**config.mk**
```make
export PLATFORM = sky130hd
export DESIGN_NAME = alu_writeback
export DESIGN_NICKNAME = d
export VERILOG_FILES = /design/src/rtl/alu_writeback.sv
export SDC_FILE = /design/constraint.sdc
export NUM_CORES = 1
export LEC_CHECK = 0
export CAP_MARGIN = 20
export CORE_UTILIZATION = 35
export CTS_BUF_LIST = sky130_fd_sc_hd__clkbuf_8 sky130_fd_sc_hd__clkbuf_16
export CTS_CLUSTER_DIAMETER = 100
export CTS_CLUSTER_SIZE = 12
export DETAILED_ROUTE_END_ITERATION = 12
export HOLD_SLACK_MARGIN = 0.08
export SETUP_SLACK_MARGIN = 0.05
export SLEW_MARGIN = 15
export SYNTH_ARGS = -nofsm -noshare
export SYNTH_HDL_FRONTEND = slang
export SYNTH_SLANG_ARGS = --single-unit
```
**constraint.sdc**
```tcl
create_clock -name clk -period 5.45 [get_ports clk]
set_input_delay 1.3625 -clock clk [delete_from_list [all_inputs] [get_ports clk]]
set_output_delay 1.3625 -clock clk [all_outputs]
set_load 0.02 [all_outputs]
```
**src/rtl/alu_writeback.sv**
```systemverilog
// Multi-cycle ALU sequencer: reads two operands, computes the result, and writes it back.
// MUL uses an 8-step shift-add loop. All other ops finish in a single EXEC cycle.
//
// state  | meaning
// -------+----------------------------------------------------------
// IDLE   | waiting for start; latches op and register selects
// READ   | register file presents Adata/Bdata; operands are frozen
// EXEC   | one-cycle ALU result, or 8 shift-add steps for MUL
// WB     | Load high; register file writes Ddata to DS at next edge
module alu_writeback (
  input  logic       clk,
  input  logic       rst,
  input  logic       start,
  input  logic [2:0] op,
  input  logic [2:0] RA,
  input  logic [2:0] RB,
  input  logic [2:0] RD,
  output logic [2:0] SA,
  output logic [2:0] SB,
  input  logic [7:0] Adata,
  input  logic [7:0] Bdata,
  output logic [7:0] Ddata,
  output logic [2:0] DS,
  output logic       Load,
  output logic       busy,
  output logic       C,
  output logic       Z
);

  localparam logic [2:0] OP_ADD = 3'b000;
  localparam logic [2:0] OP_SUB = 3'b001;
  localparam logic [2:0] OP_AND = 3'b010;
  localparam logic [2:0] OP_OR  = 3'b011;
  localparam logic [2:0] OP_XOR = 3'b100;
  localparam logic [2:0] OP_SHL = 3'b101;
  localparam logic [2:0] OP_SHR = 3'b110;
  localparam logic [2:0] OP_MUL = 3'b111;

  typedef enum logic [1:0] {
    S_IDLE = 2'd0,
    S_READ = 2'd1,
    S_EXEC = 2'd2,
    S_WB   = 2'd3
  } state_t;

  state_t      state_q;
  logic [2:0]  op_q;
  logic [7:0]  opa_q;
  logic [7:0]  opb_q;
  logic [15:0] acc_q;
  logic [2:0]  cnt_q;
  logic [2:0]  sa_q;
  logic [2:0]  sb_q;
  logic [2:0]  ds_q;
  logic [7:0]  ddata_q;
  logic        load_q;
  logic        busy_q;
  logic        c_q;
  logic        z_q;

  logic [7:0]  alu_res_d;
  logic        alu_c_d;
  logic [15:0] mul_sum_d;

  always_comb begin
    alu_res_d = 8'h00;
    alu_c_d   = 1'b0;
    case (op_q)
      OP_ADD: {alu_c_d, alu_res_d} = {1'b0, opa_q} + {1'b0, opb_q};
      OP_SUB: begin
        alu_res_d = opa_q - opb_q;
        alu_c_d   = (opa_q < opb_q);
      end
      OP_AND: alu_res_d = opa_q & opb_q;
      OP_OR:  alu_res_d = opa_q | opb_q;
      OP_XOR: alu_res_d = opa_q ^ opb_q;
      OP_SHL: begin
        alu_res_d = {opa_q[6:0], 1'b0};
        alu_c_d   = opa_q[7];
      end
      OP_SHR: begin
        alu_res_d = {1'b0, opa_q[7:1]};
        alu_c_d   = opa_q[0];
      end
      default: begin
        alu_res_d = 8'h00;
        alu_c_d   = 1'b0;
      end
    endcase
  end

  // One multiplier bit per step, LSB first; the partial product is the multiplicand shifted by the step index.
  always_comb begin
    mul_sum_d = acc_q;
    if (opb_q[cnt_q]) begin
      mul_sum_d = acc_q + ({8'h00, opa_q} << cnt_q);
    end
  end

  always_ff @(posedge clk) begin
    if (rst) begin
      state_q <= S_IDLE;
      op_q    <= 3'd0;
      opa_q   <= 8'h00;
      opb_q   <= 8'h00;
      acc_q   <= 16'h0000;
      cnt_q   <= 3'd0;
      sa_q    <= 3'd0;
      sb_q    <= 3'd0;
      ds_q    <= 3'd0;
      ddata_q <= 8'h00;
      load_q  <= 1'b0;
      busy_q  <= 1'b0;
      c_q     <= 1'b0;
      z_q     <= 1'b0;
    end else begin
      case (state_q)
        S_IDLE: begin
          if (start) begin
            op_q    <= op;
            sa_q    <= RA;
            sb_q    <= RB;
            ds_q    <= RD;
            busy_q  <= 1'b1;
            state_q <= S_READ;
          end
        end
        S_READ: begin
          opa_q   <= Adata;
          opb_q   <= Bdata;
          acc_q   <= 16'h0000;
          cnt_q   <= 3'd0;
          state_q <= S_EXEC;
        end
        S_EXEC: begin
          if (op_q == OP_MUL) begin
            if (cnt_q == 3'd7) begin
              acc_q   <= mul_sum_d;
              ddata_q <= mul_sum_d[7:0];
              c_q     <= |mul_sum_d[15:8];
              z_q     <= (mul_sum_d[7:0] == 8'h00);
              load_q  <= 1'b1;
              state_q <= S_WB;
            end else begin
              acc_q <= mul_sum_d;
              cnt_q <= cnt_q + 3'd1;
            end
          end else begin
            ddata_q <= alu_res_d;
            c_q     <= alu_c_d;
            z_q     <= (alu_res_d == 8'h00);
            load_q  <= 1'b1;
            state_q <= S_WB;
          end
        end
        S_WB: begin
          load_q  <= 1'b0;
          busy_q  <= 1'b0;
          state_q <= S_IDLE;
        end
        default: begin
          load_q  <= 1'b0;
          busy_q  <= 1'b0;
          state_q <= S_IDLE;
        end
      endcase
    end
  end

  assign SA    = sa_q;
  assign SB    = sb_q;
  assign DS    = ds_q;
  assign Ddata = ddata_q;
  assign Load  = load_q;
  assign busy  = busy_q;
  assign C     = c_q;
  assign Z     = z_q;

endmodule

```
# Word level (Yosys, flattened, before mapping)

Index checks and enable logic that the tools add are counted.

Bits in registers: 61
Input bits: 31
Output and inout port bits: 21
Word-level logic and storage cells: 80

Add/subtract/negate cells: 4
$lt $le $gt $ge: 2
Equal/unequal tests: 16
Shift-type cells: 1
Muxes and demuxes: 25
Bitwise operators: 3
Reductions and logical operators: 15

Operators with widths:

| operator                                                         | number |
|---|---|
| 8-bit one-hot mux with 7 select lines                            | 1 |
| 16-bit two-way mux                                               | 2 |
| 16-bit one-hot mux with 2 select lines                           | 1 |
| 16-bit adder                                                     | 1 |
| 8-bit zero test                                                  | 2 |
| 8-bit two-way mux                                                | 2 |
| 8-bit by 3-bit left shift with 16-bit output                     | 1 |
| 3-bit == test (second input constant)                            | 5 |
| 2-bit AND reduction                                              | 6 |
| 8-bit by 8-bit adder with 9-bit output                           | 1 |
| 8-bit AND                                                        | 1 |
| 8-bit less-than comparator                                       | 1 |
| 1-bit two-way mux                                                | 8 |
| 8-bit bitwise OR                                                 | 1 |
| 2-bit one-hot mux with 4 select lines                            | 1 |
| 8-bit OR reduction                                               | 1 |
| 8-bit subtractor                                                 | 1 |
| 8-bit XOR                                                        | 1 |
| 3-bit by 2-bit == test with 1-bit output (second input constant) | 2 |
| 2-bit two-way mux                                                | 3 |
| 3-bit two-way mux                                                | 2 |
| 2-bit inequality test (second input constant)                    | 3 |
| 3-bit one-hot mux with 2 select lines                            | 1 |
| 2-bit nonzero test                                               | 3 |
| other kinds (13)                                                 | 15 |

# Logic depth before layout (Yosys ltp)

Word-level depth: 6
Mapped depth: 15
Depth with buffers taken out: 13

# Worst setup path after synthesis

No wires, ideal clock.

Path kind: register to register
Start: register cnt_q[0]
End: register z_q, in the netlist Z
Setup time: 0.059 ns
Arrival time: 3.413 ns
Data required time: 5.391 ns
Setup slack: 1.978 ns
Cell stages (with the launch flop): 15
Path buffers: 2
Period minus slack after synthesis: 3.472 ns
Path through: dfxtp_1 clkbuf_1 buf_1 nand2b_1 nor3_1 ha_1 fa_1 a211oi_1 o21bai_1 a21oi_1 xor2_1 o21ai_0 or4b_1 o21ai_1 a31o_1

Longest elaborated chain between the ends: 6
Elaborated cells between the ends (all ways): 11
Those cells by class: 1 x add/sub; 2 x eq/ne; 1 x shift; 5 x mux; 2 x reduce/logical

RTL lines:

| what                                                                                                      | line   | RTL |
|---|---|---|
| start, declared                                                                                           | 51     | `logic [2:0] cnt_q;` |
| start signal, assigned                                                                                    | 146    | `cnt_q <= cnt_q + 3'd1;` |
| 8-bit by 3-bit left shift with 16-bit output or 1-bit binary-select mux with 3-bit select (tied branches) | 96, 95 |  |
| 16-bit adder or 1-bit two-way mux (tied branches)                                                         | 96, 95 |  |
| 16-bit two-way mux                                                                                        | 95     | `if (opb_q[cnt_q]) begin` |
| 8-bit zero test                                                                                           | 141    | `z_q <= (mul_sum_d[7:0] == 8'h00);` |
| 1-bit two-way mux                                                                                         | 137    | `if (cnt_q == 3'd7) begin` |
| 1-bit two-way mux                                                                                         | 136    | `if (op_q == OP_MUL) begin` |
| end signal, assigned                                                                                      | 141    |  |
| end signal, assigned                                                                                      | 151    | `z_q <= (alu_res_d == 8'h00);` |
| end, declared                                                                                             | 59     | `logic z_q;` |

Parallel ways exist; a longest one is shown, timed or not. The select of a mux whose other input is x is not followed.
A chain may end at the register's enable or synchronous reset.

# Worst setup path after layout

Start: register cnt_q[1]
End: register z_q, in the netlist Z

Same word-level chain as after synthesis.

==> metrics.csv <==
metric;value;unit
Critical Path RT;5.74;ns
layout cell share with drive strength beyond 1;0.05067;
Sink Count;61;
minimum clock period;3.729;ns
Fill cells;1409;
Max FO, Critical Path;18;
cts bufs inserted;9;
clock skew;0.008306;ns
Setup-failing EPs final;0;
max-cap violations;0;
Syn Nets;720;
asr flop ratio synth;0;
register area share after synthesis;0.2492;
multi-input logic area;0.003425;mm^2
Yosys top cell area share;0.2492;
number of port buffers;51;
Rel. slew slack;0.2889;
Gate power share;0.461;
Post-synth EDFFs;0;
setup TNS;0;ns
PostCTS Resize Cnt;0;
Main synth FF type;dfxtp_1;
crit-path cells;mux2i_1, o22ai_1, and2_1, ha_1, a211oi_1, o21bai_1, a21oi_1, xor2_1, o21ai_0, or4b_1, o21ai_1, a31o_1;
Max VDD drop;0.2355;mV
outcome;complete, no violations;
Setup Crit Path Kind;flip-flop to flip-flop;
vias in the first global route;4423;
Final ANT Viol Nets;0;
Leak Pwr;2.217;nW
remaining global-route overflow;0;
Power Density;397.8;mW/mm^2
Hold Worst Slack;0.4572;ns
Initial Utilization;0.3642;
core area;0.01345;mm^2
post-DR wirelength/cell;16.58;um
final core utilization;0.4323;
Nets;747;
Int Pwr;0.001352;W
CP startpoint kind;flip-flop;
Tcrit/Tclk final;0.6842;
Rows;42;
Tightest Pin Transition;1.067;ns
DR vias/cell;5.596;
Synth Warn #;0;
Slowest-stage cell, CP;dfxtp_1;
via count;4740;
unrepaired setup endpoints after global routing;false;
Distinct cells, synth;56;
endpoints failing hold;0;
dominant cells by area after synthesis;dfxtp_1, ha_1, mux2i_1;
initial antenna violation count;0;
Die ar.;0.01448;mm^2
Syn Area/Cell;7.668;um^2
DR pass1 iterations;5;
first-pass GRT wire length;22580;um
Sequential Area;0.001221;mm^2
total chip power;0.002313;W
clock slew at reported path FFs;0.06;ns
Synth area leader;dfxtp_1;
Worst Setup End Kind;flip-flop;
starting DRC count in detailed routing;360;
CTS Root Cell;clkbuf_16;
GRT Util Overall;0.2004;
num ports;52;
Slew Limit Fails;0;
RD Place Congestion;0.9445;
Psw;0.0009618;W
highest cell delay on the worst timing path;0.77;ns
Max Clk Rate;268.2;MHz
Post-DP HPWL;10300;um
Clock Path Buffers;2;
CTS tree;done;
clock power share;0.262;
Syn Std Cell Area;0.004900;mm^2
cts hold-fix bufs;0;
WL final;14040;um
number of post-CTS setup repair buffers;0;
H-Tree Depth;3;
Switching Share;0.4158;
Vert. Die Dim;120.3;um
Area Growth Syn to Fin;18.69;%
Worst-Skew Late Latency;0.34;ns
Seq cells post-synth;61;
Remaining DRCs;0;
Hold Crit Class;flip-flop to flip-flop;
pin count of the biggest net entering global routing;63;
Chip Width;120.3;um
sequential power share;0.277;
Crit path arrival time;4.02;ns
ANT cells;0;
Mapped Cells;639;
## routing by layer
metal,track usage,wire length (um),part of all wire,up-vias
li1,-,-,-,2336
met1,0.2739,6940,0.49,2267
met2,0.3172,6323,0.45,118
met3,0.03396,528,0.038,19
met4,0.06944,248,0.018,0
met5,0,0,0,-
## layout make-up
type                            count  share of cell area
Clock buffer                       11             0.04346
Clock inverter                      5             0.01119
Inverter                           27             0.01786
Multi-Input combinational cell    513              0.5889
Sequential cell                    61              0.2100
Tap cell                          176             0.03787
Timing Repair Buffer               54             0.09079
## cells in the final DEF (no fill, tap or decap), drive strengths merged, types with 11 or more instances in the layout
cell type,count
a21o,11
a21oi,58
clkbuf,11
clkdlybuf4s50,50
dfxtp,61
ha,47
inv,29
mux2i,35
nand2,74
nand3,18
nor2,77
nor3,16
o21ai,33
xnor2,11
## stage by stage
step / std cells / setup slack (ns) / cell area [um^2]
after global routing: 847 / 1.456 / 5816
after floorplan: 639 / 1.978 / 4900
after CTS: 847 / 1.771 / 5816
after detailed placement: 831 / 1.788 / 5498
final: 847 / 1.721 / 5816
after global placement: 831 / 1.879 / 5498
## cell families after synthesis
kind of cell	after synthesis	synth area share
mux	44	0.1065
xor+xnor	15	0.02681
buf+inv	65	0.05184
fa+ha+maj	50	0.1323
simple gates	225	0.2035
compound gates	179	0.2298
flops	61	0.2492
## critical path: cells and delay by family, from the launching register on
kind                       cells  cell delay, ns
and+or+nand+nor                2            0.78
adders and majority gates      1            0.34
muxes                          1            0.30
xor gates and xnor gates       1            0.17
DFF                            1            0.77
AOI/OAI and AO/OA              7            1.30
## sequential cells by signal (all words and copies together) (netlist names), 2 cells and up
name	flops
SB	3
acc_q	16
op_q	3
SA	3
cnt_q	3
DS	3
opb_q	8
state_q	2
Ddata	8
opa_q	8
## power by group through the flow
stage / sequential (W) / clock [W] / combinational, W
CTS: 0.000641 / 0.000617 / 0.00106
floorplan: 0.000656 / 0 / 0.000717
global route: 0.000653 / 0.000637 / 0.00118
finish: 0.000640 / 0.000606 / 0.00107
detailed placement: 0.000649 / 0 / 0.00105
global placement: 0.000646 / 0 / 0.00103
## path summary, 6_finish.rpt
| path | slack, ns | depth (start not counted) | end | from |
|---|---|---|---|---|
| worst min-delay path | 0.46 | 2 | SA[2] | SA[2] |
| worst max register to register | 1.72 | 12 | Z | cnt_q[1] |
| worst max-delay path | 1.72 | 12 | Z | cnt_q[1] |
| worst min register to register | 0.46 | 2 | SA[2] | SA[2] |
## cell usage after synthesis (4+ instances only)
| cell type | count |
|---|---|
| xor2_1 | 4 |
| o221ai_1 | 4 |
| a21oi_1 | 58 |
| o21bai_1 | 7 |
| dfxtp_1 | 61 |
| xnor2_1 | 11 |
| and3_1 | 4 |
| mux2i_1 | 33 |
| a2111oi_0 | 5 |
| nor3_1 | 16 |
| mux4_2 | 4 |
| nor2_1 | 77 |
| o21ai_0 | 20 |
| o22ai_1 | 10 |
| mux2_2 | 4 |
| nor2b_1 | 7 |
| o21a_1 | 6 |
| or3_1 | 6 |
| nand2b_1 | 7 |
| nand2_1 | 74 |
| ha_1 | 47 |
| and2_1 | 4 |
| a211oi_1 | 10 |
| clkbuf_1 | 34 |
| o21ai_1 | 13 |
| nand4_1 | 4 |
| inv_1 | 25 |
| nand3_1 | 18 |
| o211ai_1 | 6 |
| a31oi_1 | 10 |
| a21o_1 | 11 |
Note: power is estimated with default switching activity, not from simulation.
